--- config.mk ---
export PLATFORM = sky130hd
export DESIGN_NAME = uart_tx_arbiter_flat
export DESIGN_NICKNAME = d
export VERILOG_FILES = /design/src/rtl/uart_pkg.sv /design/src/rtl/uart_tx_arbiter_if.sv /design/src/rtl/rr_arbiter.sv /design/src/rtl/uart_tx_arbiter.sv /design/src/flat_wrapper.sv
export SDC_FILE = /design/constraint.sdc
export NUM_CORES = 1
export LEC_CHECK = 0
export ABC_AREA = 0
export ABC_CLOCK_PERIOD_IN_PS = 3900
export CAP_MARGIN = 10
export CORE_MARGIN = 3
export CORE_UTILIZATION = 48
export DETAILED_ROUTE_END_ITERATION = 7
export GPL_TIMING_DRIVEN = 0
export PLACE_DENSITY = 0.83
export REMOVE_ABC_BUFFERS = 1
export SYNTH_ARGS = -nofsm -noshare
export SYNTH_HDL_FRONTEND = slang
export SYNTH_SLANG_ARGS = --single-unit
--- constraint.sdc ---
create_clock -name clk -period 3.9 [get_ports clk]
set_input_delay 1.17 -clock clk [delete_from_list [all_inputs] [get_ports clk]]
set_output_delay 1.17 -clock clk [all_outputs]
set_load 0.02 [all_outputs]
--- src/rtl/uart_pkg.sv ---
// Shared UART definitions: FSM state encodings, frame length and the
// round-robin pick helper used by TX (and later RX) sharing logic.
package uart_pkg;

    typedef enum logic [1:0] {
        S_IDLE = 2'd0,
        S_SEND = 2'd1,
        S_WAIT = 2'd2
    } arb_state_t;

    localparam int UART_FRAME_BITS = 10;
    localparam int MAX_REQ         = 8;

    // First set bit of valid at or above ptr, wrapping within num entries.
    // Returns one-hot, or zero when nothing is valid.
    function automatic logic [MAX_REQ-1:0] rr_pick(input logic [MAX_REQ-1:0] valid,
                                                   input int ptr,
                                                   input int num);
        logic [MAX_REQ-1:0] pick;
        int idx;
        pick = '0;
        for (int k = 0; k < MAX_REQ; k++) begin
            idx = (ptr + k) % num;
            if (k < num && pick == '0 && valid[idx]) begin
                pick[idx] = 1'b1;
            end
        end
        return pick;
    endfunction

endpackage

--- src/rtl/uart_tx_arbiter_if.sv ---
// Requester side and uart_tx side of the shared transmitter.
// master = arbiter view, slave = requesters plus uart_tx view.
interface uart_tx_arbiter_if #(
    parameter int NUM_REQ = 2
);
    logic [NUM_REQ-1:0]   req_valid;
    logic [8*NUM_REQ-1:0] req_data;
    logic [NUM_REQ-1:0]   req_lock;
    logic [NUM_REQ-1:0]   req_ack;
    logic [NUM_REQ-1:0]   grant;
    logic [7:0]           tx_data;
    logic                 tx_send;
    logic                 tx_ready;

    modport master (
        input  req_valid, req_data, req_lock, tx_ready,
        output req_ack, grant, tx_data, tx_send
    );

    modport slave (
        output req_valid, req_data, req_lock, tx_ready,
        input  req_ack, grant, tx_data, tx_send
    );
endinterface

--- src/rtl/rr_arbiter.sv ---
// Combinational round-robin pick with a registered rotation pointer.
// The pointer moves to the slot after the winner only when the pick is taken.
module rr_arbiter
    import uart_pkg::*;
#(
    parameter int NUM_REQ = 2,
    parameter int IDX_W   = (NUM_REQ > 1) ? $clog2(NUM_REQ) : 1
) (
    input  logic               clk,
    input  logic               reset_n,
    input  logic [NUM_REQ-1:0] valid,
    input  logic               advance,
    output logic [NUM_REQ-1:0] pick,
    output logic [IDX_W-1:0]   pick_idx
);

    logic [IDX_W-1:0]   ptr_q;
    logic [MAX_REQ-1:0] valid_w;
    logic [MAX_REQ-1:0] pick_w;

    // Search from the pointer upward with wrap; also encode the winner index.
    always_comb begin
        valid_w              = '0;
        valid_w[NUM_REQ-1:0] = valid;
        pick_w               = rr_pick(valid_w, int'(ptr_q), NUM_REQ);
        pick                 = pick_w[NUM_REQ-1:0];
        pick_idx             = '0;
        for (int i = 0; i < MAX_REQ; i++) begin
            if (pick_w[i]) begin
                pick_idx = IDX_W'(i);
            end
        end
    end

    // Pointer advances past the winner so it has lowest priority next time.
    always_ff @(posedge clk) begin
        if (!reset_n) begin
            ptr_q <= '0;
        end else if (advance) begin
            ptr_q <= (pick_idx == IDX_W'(NUM_REQ - 1)) ? '0 : pick_idx + IDX_W'(1);
        end
    end

endmodule

--- src/rtl/uart_tx_arbiter.sv ---
// Shares one uart_tx between NUM_REQ byte requesters with round-robin
// arbitration and an optional per-owner lock for multi-byte messages.
//
// state  | meaning
// S_IDLE | waiting for tx_ready=1 and an eligible requester
// S_SEND | tx_send held high until uart_tx drops tx_ready (or timeout)
// S_WAIT | tx_send low, waiting for uart_tx to finish the frame
module uart_tx_arbiter
    import uart_pkg::*;
#(
    parameter int NUM_REQ      = 2,
    parameter int SEND_TIMEOUT = 16
) (
    input  logic               clk,
    input  logic               reset_n,
    uart_tx_arbiter_if.master  bus,
    output logic               busy,
    output logic               tx_err
);

    localparam int IDX_W = (NUM_REQ > 1) ? $clog2(NUM_REQ) : 1;
    localparam int CNT_W = $clog2(SEND_TIMEOUT) + 1;
    localparam logic [CNT_W-1:0] TMO_LAST = CNT_W'(SEND_TIMEOUT - 1);

    arb_state_t         state_q, state_nx;
    logic               tx_send_q, tx_send_nx;
    logic [7:0]         tx_data_q, tx_data_nx;
    logic [NUM_REQ-1:0] ack_q, ack_nx;
    logic [NUM_REQ-1:0] grant_q, grant_nx;
    logic               lock_q, lock_nx;
    logic [CNT_W-1:0]   cnt_q, cnt_nx;
    logic               err_q, err_nx;
    logic               busy_q;

    logic               owner_lock;
    logic               hold_lock;
    logic [NUM_REQ-1:0] eligible;
    logic               take;
    logic [NUM_REQ-1:0] pick;
    logic [IDX_W-1:0]   pick_idx;
    logic [7:0]         sel_data;

    // The lock survives only while the current owner keeps req_lock high;
    // while it holds, a stalled owner blocks everyone else on purpose.
    assign owner_lock = |(bus.req_lock & grant_q);
    assign hold_lock  = lock_q && owner_lock;
    assign eligible   = hold_lock ? (bus.req_valid & grant_q) : bus.req_valid;
    assign take       = (state_q == S_IDLE) && bus.tx_ready && (|eligible);
    assign sel_data   = bus.req_data[int'(pick_idx)*8 +: 8];

    rr_arbiter #(
        .NUM_REQ (NUM_REQ),
        .IDX_W   (IDX_W)
    ) u_rr (
        .clk      (clk),
        .reset_n  (reset_n),
        .valid    (eligible),
        .advance  (take),
        .pick     (pick),
        .pick_idx (pick_idx)
    );

    // State register.
    always_ff @(posedge clk) begin
        if (!reset_n) begin
            state_q <= S_IDLE;
        end else begin
            state_q <= state_nx;
        end
    end

    // Next state and next values of every registered output.
    always_comb begin
        state_nx   = state_q;
        tx_send_nx = tx_send_q;
        tx_data_nx = tx_data_q;
        ack_nx     = '0;
        grant_nx   = grant_q;
        lock_nx    = lock_q;
        cnt_nx     = cnt_q;
        err_nx     = err_q;
        case (state_q)
            S_IDLE: begin
                if (lock_q && !owner_lock) begin
                    lock_nx = 1'b0;
                end
                if (take) begin
                    state_nx   = S_SEND;
                    tx_send_nx = 1'b1;
                    tx_data_nx = sel_data;
                    ack_nx     = pick;
                    grant_nx   = pick;
                    lock_nx    = bus.req_lock[pick_idx];
                    cnt_nx     = '0;
                end
            end
            S_SEND: begin
                if (!bus.tx_ready) begin
                    state_nx   = S_WAIT;
                    tx_send_nx = 1'b0;
                end else if (cnt_q == TMO_LAST) begin
                    // Byte already acked; it is dropped and the error latched.
                    state_nx   = S_IDLE;
                    tx_send_nx = 1'b0;
                    err_nx     = 1'b1;
                end else begin
                    cnt_nx = cnt_q + CNT_W'(1);
                end
            end
            S_WAIT: begin
                tx_send_nx = 1'b0;
                if (bus.tx_ready) begin
                    state_nx = S_IDLE;
                end
            end
            default: begin
                state_nx   = S_IDLE;
                tx_send_nx = 1'b0;
            end
        endcase
    end

    // Output and datapath registers; reset abandons any in-flight byte.
    always_ff @(posedge clk) begin
        if (!reset_n) begin
            tx_send_q <= 1'b0;
            tx_data_q <= 8'h00;
            ack_q     <= '0;
            grant_q   <= '0;
            lock_q    <= 1'b0;
            cnt_q     <= '0;
            err_q     <= 1'b0;
            busy_q    <= 1'b0;
        end else begin
            tx_send_q <= tx_send_nx;
            tx_data_q <= tx_data_nx;
            ack_q     <= ack_nx;
            grant_q   <= grant_nx;
            lock_q    <= lock_nx;
            cnt_q     <= cnt_nx;
            err_q     <= err_nx;
            busy_q    <= (state_nx != S_IDLE);
        end
    end

    assign bus.tx_send = tx_send_q;
    assign bus.tx_data = tx_data_q;
    assign bus.req_ack = ack_q;
    assign bus.grant   = grant_q;
    assign busy        = busy_q;
    assign tx_err      = err_q;

endmodule

--- src/flat_wrapper.sv ---
// flat-port wrapper written by rule: the top's interface ports become plain ports
module uart_tx_arbiter_flat import uart_pkg::*;
#(
    parameter int NUM_REQ      = 2,
    parameter int SEND_TIMEOUT = 16
)
  (clk, reset_n, busy, tx_err, bus_req_valid, bus_req_data, bus_req_lock, bus_tx_ready, bus_req_ack, bus_grant, bus_tx_data, bus_tx_send);
  uart_tx_arbiter_if #(.NUM_REQ(NUM_REQ)) bus_i ();
  input  logic clk;
  input  logic reset_n;
  output logic busy;
  output logic tx_err;
  input wire logic [$bits(bus_i.req_valid)-1:0] bus_req_valid;
  input wire logic [$bits(bus_i.req_data)-1:0] bus_req_data;
  input wire logic [$bits(bus_i.req_lock)-1:0] bus_req_lock;
  input wire logic [$bits(bus_i.tx_ready)-1:0] bus_tx_ready;
  output wire logic [$bits(bus_i.req_ack)-1:0] bus_req_ack;
  output wire logic [$bits(bus_i.grant)-1:0] bus_grant;
  output wire logic [$bits(bus_i.tx_data)-1:0] bus_tx_data;
  output wire logic [$bits(bus_i.tx_send)-1:0] bus_tx_send;
  assign bus_i.req_valid = bus_req_valid;
  assign bus_i.req_data = bus_req_data;
  assign bus_i.req_lock = bus_req_lock;
  assign bus_i.tx_ready = bus_tx_ready;
  assign bus_req_ack = bus_i.req_ack;
  assign bus_grant = bus_i.grant;
  assign bus_tx_data = bus_i.tx_data;
  assign bus_tx_send = bus_i.tx_send;
  uart_tx_arbiter #(.NUM_REQ(NUM_REQ), .SEND_TIMEOUT(SEND_TIMEOUT)) u_core (.clk(clk), .reset_n(reset_n), .bus(bus_i), .busy(busy), .tx_err(tx_err));
endmodule
# Word level (Yosys, flattened, before mapping)
# Index checks and enable logic that the tools add are counted.
# Widths: inputs -> output; s select.
dict set report word_totals {
  regBits 24
  inputBits 23
  elab_cells 88
}
dict set report op_classes {
  add_sub_neg 3
  order_cmp 5
  eq_ne 7
  shift 1
  mux 37
  bitwise 4
  reduce_logical 21
}
# cell n
set op_table {}
lappend op_table {{$mux 1} 21}
lappend op_table {{$shiftx 16x5->8} 1}
lappend op_table {{$mux 5} 3}
lappend op_table {{$mux 2} 6}
lappend op_table {{$pmux 5 s2} 1}
lappend op_table {{$logic_not 8->1} 1}
lappend op_table {{$mux 8} 1}
lappend op_table {{$or 2x8->8} 1}
lappend op_table {{$logic_and 1x1->1} 7}
lappend op_table {{$pmux 2 s3} 1}
lappend op_table {{$reduce_and 2->1} 3}
lappend op_table {{$reduce_and 3->1} 2}
lappend op_table {{$reduce_bool 2->1} 3}
lappend op_table {{$add 5x1->5 const B} 1}
lappend op_table {{$eq 5x4->1 const B} 1}
lappend op_table {{$lt 2x5->1 const B} 1}
lappend op_table {{$and 2x2->2} 2}
lappend op_table {{$lt 1x4->1 const B} 1}
lappend op_table {{$ne 2x2->1 const B} 2}
lappend op_table {{$reduce_and 4->1} 1}
lappend op_table {{$reduce_or 2->1} 2}
lappend op_table {{$ne 3x2->1 const B} 1}
lappend op_table {{$add 1x1->1 const B} 2}
lappend op_table {{$bmux 1 s2} 1}
lappend op_table {{12 further kinds} 12}

# Depth between registers and ports, before layout
dict set report depth {
  depth_word 20
  depth_mapped 7
}

# Hierarchy
# A second synthesis with hierarchy kept.
dict set report unflattened {
  cells_unflattened 124
  area_unflattened_um2 1251.2
}
# module instances cells_per_inst area_per_inst_um2 seq_area_each_um2
set by_module_without_submodules {}
lappend by_module_without_submodules {uart_tx_arbiter 1 117 1191.1 460.4}
lappend by_module_without_submodules {rr_arbiter 1 7 60.1 20.0}

# Least setup slack after synthesis
# Ideal clock, no wire load.
dict set report synth_timing {
  path_type {in2reg}
  start {input bus_tx_ready}
  end {register u_core.tx_data_q[1], in the netlist u_core.bus.tx_data[1]}
  arrival_ps 2212
  required_ps 3778
  path_slack_ps 1566
  path_stages 4
  path_buffers 1
  cell_sequence {or3b_4 o21a_1 buf_6 a221o_1}
}
dict set report synth_between {
  elab_chain_cells 3
}
# item line
set synth_lines {}
lappend synth_lines {{start, declared} flat_wrapper.sv:16} ;# input wire logic [$bits(bus_i.tx_ready)-1:0] bus_tx_ready;
lappend synth_lines {{$logic_and 1x1->1 (2 in series)} uart_tx_arbiter.sv:48} ;# assign take = (state_q == S_IDLE) && bus.tx_ready && (|eligible);
lappend synth_lines {{$reduce_and 2->1 (no source line)} n/a}
lappend synth_lines {{end signal, assigned} uart_tx_arbiter.sv:136} ;# tx_data_q <= tx_data_nx;
lappend synth_lines {{end, declared} uart_tx_arbiter.sv:27} ;# logic [7:0] tx_data_q, tx_data_nx;
# Every way passes these cells.
# A chain may end at the register's enable or synchronous reset.

# Worst setup path after layout
dict set report layout_timing {
  start {input bus_tx_ready}
  end {register u_core.tx_data_q[6], in the netlist u_core.bus.tx_data[6]}
}
# The elaborated chain is that of the path after synthesis.

==> metrics.txt <==
vias per cell about 5.8; FF-to-FF path depth 7; top_reg_cell synth dfxtp_1; die width between 50 and 60 microns; largest net degree at the start of global routing 14; Starting Density 51.20%; Achievable Freq roughly 370 MHz; number of max-cap violations 0; outcome complete, no violations; kind of critical path in2reg; DRC Markers 0; DP HPWL between 2000 and 2500 microns; Hold Crit Class reg2reg; CTS resizes 0; sequential power share roughly 53%; row count 17; combinational group share of total power 20.7%; Post-Route Setup TNS 0 ps; Syn Std Cell Area between 0.001 and 0.0015 sq mm; Layout Cells excl Fill approximately 190; FF-to-FF setup slack 1840 ps; most frequent cells in the layout clkdlybuf4s50_1, dfxtp_1, inv_1; critical path data required time between 4000 and 5000 ps; IO buf count 37; Int Pwr around 370 uW; worst reg2reg path endpoint u_core.cnt_q[2]; Post-Syn Instances between 100 and 150; Sw Pwr 136.7 uW; flops & latches, synth 24; Final Hold Slack 483.5 ps; relative slew slack roughly three fifths; total power 507.9 uW; crit-path cells clkdlybuf4s50_1 > nor3b_2 > nand2_2 > a311oi_4 > a221o_1; drt total wl 2675 microns; VDD IR max ~0.00025 V; Critical Path Fanout Max 10; RR Startpoint u_core.cnt_q[0]; # IOs 38; Crit path max-delay family compound AO/OA/AOI/OAI gates; RSZ-0062 raised after global routing false; WL/cell ~14 microns; Die H about 55 microns; number of global-route vias before repair 1020; ys async rst share 0%; CTS Hold Bufs 0; post-synth top area share 42.01%; Finished Core Util ~70%; Clk network pwr share around a quarter; largest area contributor in the netlist dfxtp_1; initial antenna violation count 0; placed insts around 180; GRT Resource Usage Total roughly 20%; gr ovfl total 0; Routability Congestion about 0.76; fin area 0.001562 sq mm; worst-case clock buffer depth 2; most common cell after layout, fill and taps aside clkdlybuf4s50_1; CP startpoint kind input port; Sw Ratio roughly 27%; H-tree lvl count 1; number of flops mapped to enable cells by yosys 0; Area contributors post-synth dfxtp_1, a221o_1, inv_1; Die ar. around 0.003 sq mm; worst clock skew about 2.6 ps; Layout area overhead 36.54%; core area between 0.002 and 0.0025 sq mm; clk sink count 24; Root Buffer clkbuf_4; drt initial violations 26; cts bufs inserted 3; Yosys warning total 0; buffers plus inverters on the worst setup path 1; Setup crit end u_core.bus.tx_data[6]; first-pass GRT wire length around 4300 microns; slew of the pin with the lowest slew margin a little under 600 ps; Placement Setup Slack ~850 ps; final slew viol count 0; via count 1080; pwr dens roughly 330 mW/mm^2; Final Critical Period 2718 ps; critical path depth 5; crit path from bus_tx_ready; Synth cell types 39; worst path arrival time around 3000 ps; # setup viols final 0; Post-DP Area between 0.0015 and 0.002 sq mm; setup ws final between 1000 and 1500 ps; Lkg Pwr roughly 0.61 nW; Final Hold Fails 0; worst skew pair latency 320 ps; layout cells sized above 1 6.918%; antenna cells 0; post-synthesis area per instance ~9.4 sq um; CTS tree done; CP Capture Type flop; postcts setup bufs 0; Crit path largest cell delay around 580 ps; Seq/Total Area, Yosys a little over two fifths; fin crit share a little over two thirds; Pre-antenna DRT Iters 6; Final nets approximately 190; Post-DRT Antenna Nets 0; clk slew on worst S/H paths between 100 and 150 ps; CP max-delay cell clkdlybuf4s50_1
-- power by group through the flow --
| stage | registers (mW) | clock network, mW | logic (mW) |
|---|---|---|---|
| 5_1_grt | 0.272 | 0.143 | 0.114 |
| 6_report | 0.270 | 0.133 | 0.105 |
| 3_3_place_gp | 0.274 | 0 | 0.102 |
| 3_5_place_dp | 0.275 | 0 | 0.105 |
| 2_1_floorplan | 0.285 | 0 | 0.0382 |
| 4_1_cts | 0.270 | 0.136 | 0.106 |
-- registers in the layout (all words and copies together) (netlist names) --
register / count
u_core.u_rr.ptr_q: 1
u_core.bus.req_ack: 2
u_core.bus.tx_data: 8
u_core.state_q: 2
u_core.busy: 1
u_core.bus.tx_send: 1
u_core.tx_err: 1
u_core.bus.grant: 2
u_core.lock_q: 1
u_core.cnt_q: 5
-- layer usage --
layer,track usage (%),part of all wire [%],vias to the layer above
li1,-,-,535
met1,23.32,44,500
met2,33.86,46,41
met3,7.629,9.0,4
met4,4.979,1.1,0
met5,0,0,-
-- area by class of cell --
type / count / area, sq um
Tap cell: 28 / 35.03
Timing Repair Buffer: 37 / 370.4
Multi-Input combinational cell: 80 / 586.8
Inverter: 14 / 52.55
Sequential cell: 24 / 480.5
Clock buffer: 4 / 36.28
Fill cell: 196 / 671.9
-- how the worst min path moves through the flow --
stage	slack [ps]	end	from	depth (start not counted)
after global routing	500	u_core.tx_err	u_core.tx_err	1
final	480	u_core.tx_err	u_core.tx_err	1
after floorplan	450	u_core.cnt_q[3]	u_core.cnt_q[3]	2
after CTS	490	u_core.tx_err	u_core.tx_err	1
after global placement	450	u_core.tx_err	u_core.tx_err	1
after detailed placement	460	u_core.tx_err	u_core.tx_err	1
-- cell families (layout without fill, tap and decap cells) --
| family | count (synthesis) | count (layout) | share of synthesized area, % |
|---|---|---|---|
| AO/OA/AOI/OAI | 39 | 39 | 29.10 |
| AND/OR/NAND/NOR | 38 | 38 | 19.26 |
| flip-flops | 24 | 24 | 42.01 |
| buffers and inverters | 18 | 55 | 6.674 |
| adder cells (fa/ha/maj) | 2 | 2 | 2.188 |
| XOR/XNOR | 1 | 1 | 0.7660 |
-- synth_stat cells, types with 2 or more instances --
master,number
nand4b_1,2
a21boi_1,4
clkbuf_1,2
o21ai_1,2
dfxtp_1,24
a22oi_1,2
o21a_1,3
o211ai_1,2
and3_1,3
nor2_1,5
o21ai_0,3
nand2_1,6
inv_1,14
o31ai_1,4
ha_1,2
a21oi_1,2
nor3_1,10
a221o_1,8
nand3_1,3
or4_1,2
(Power assumes the default switching activity.)
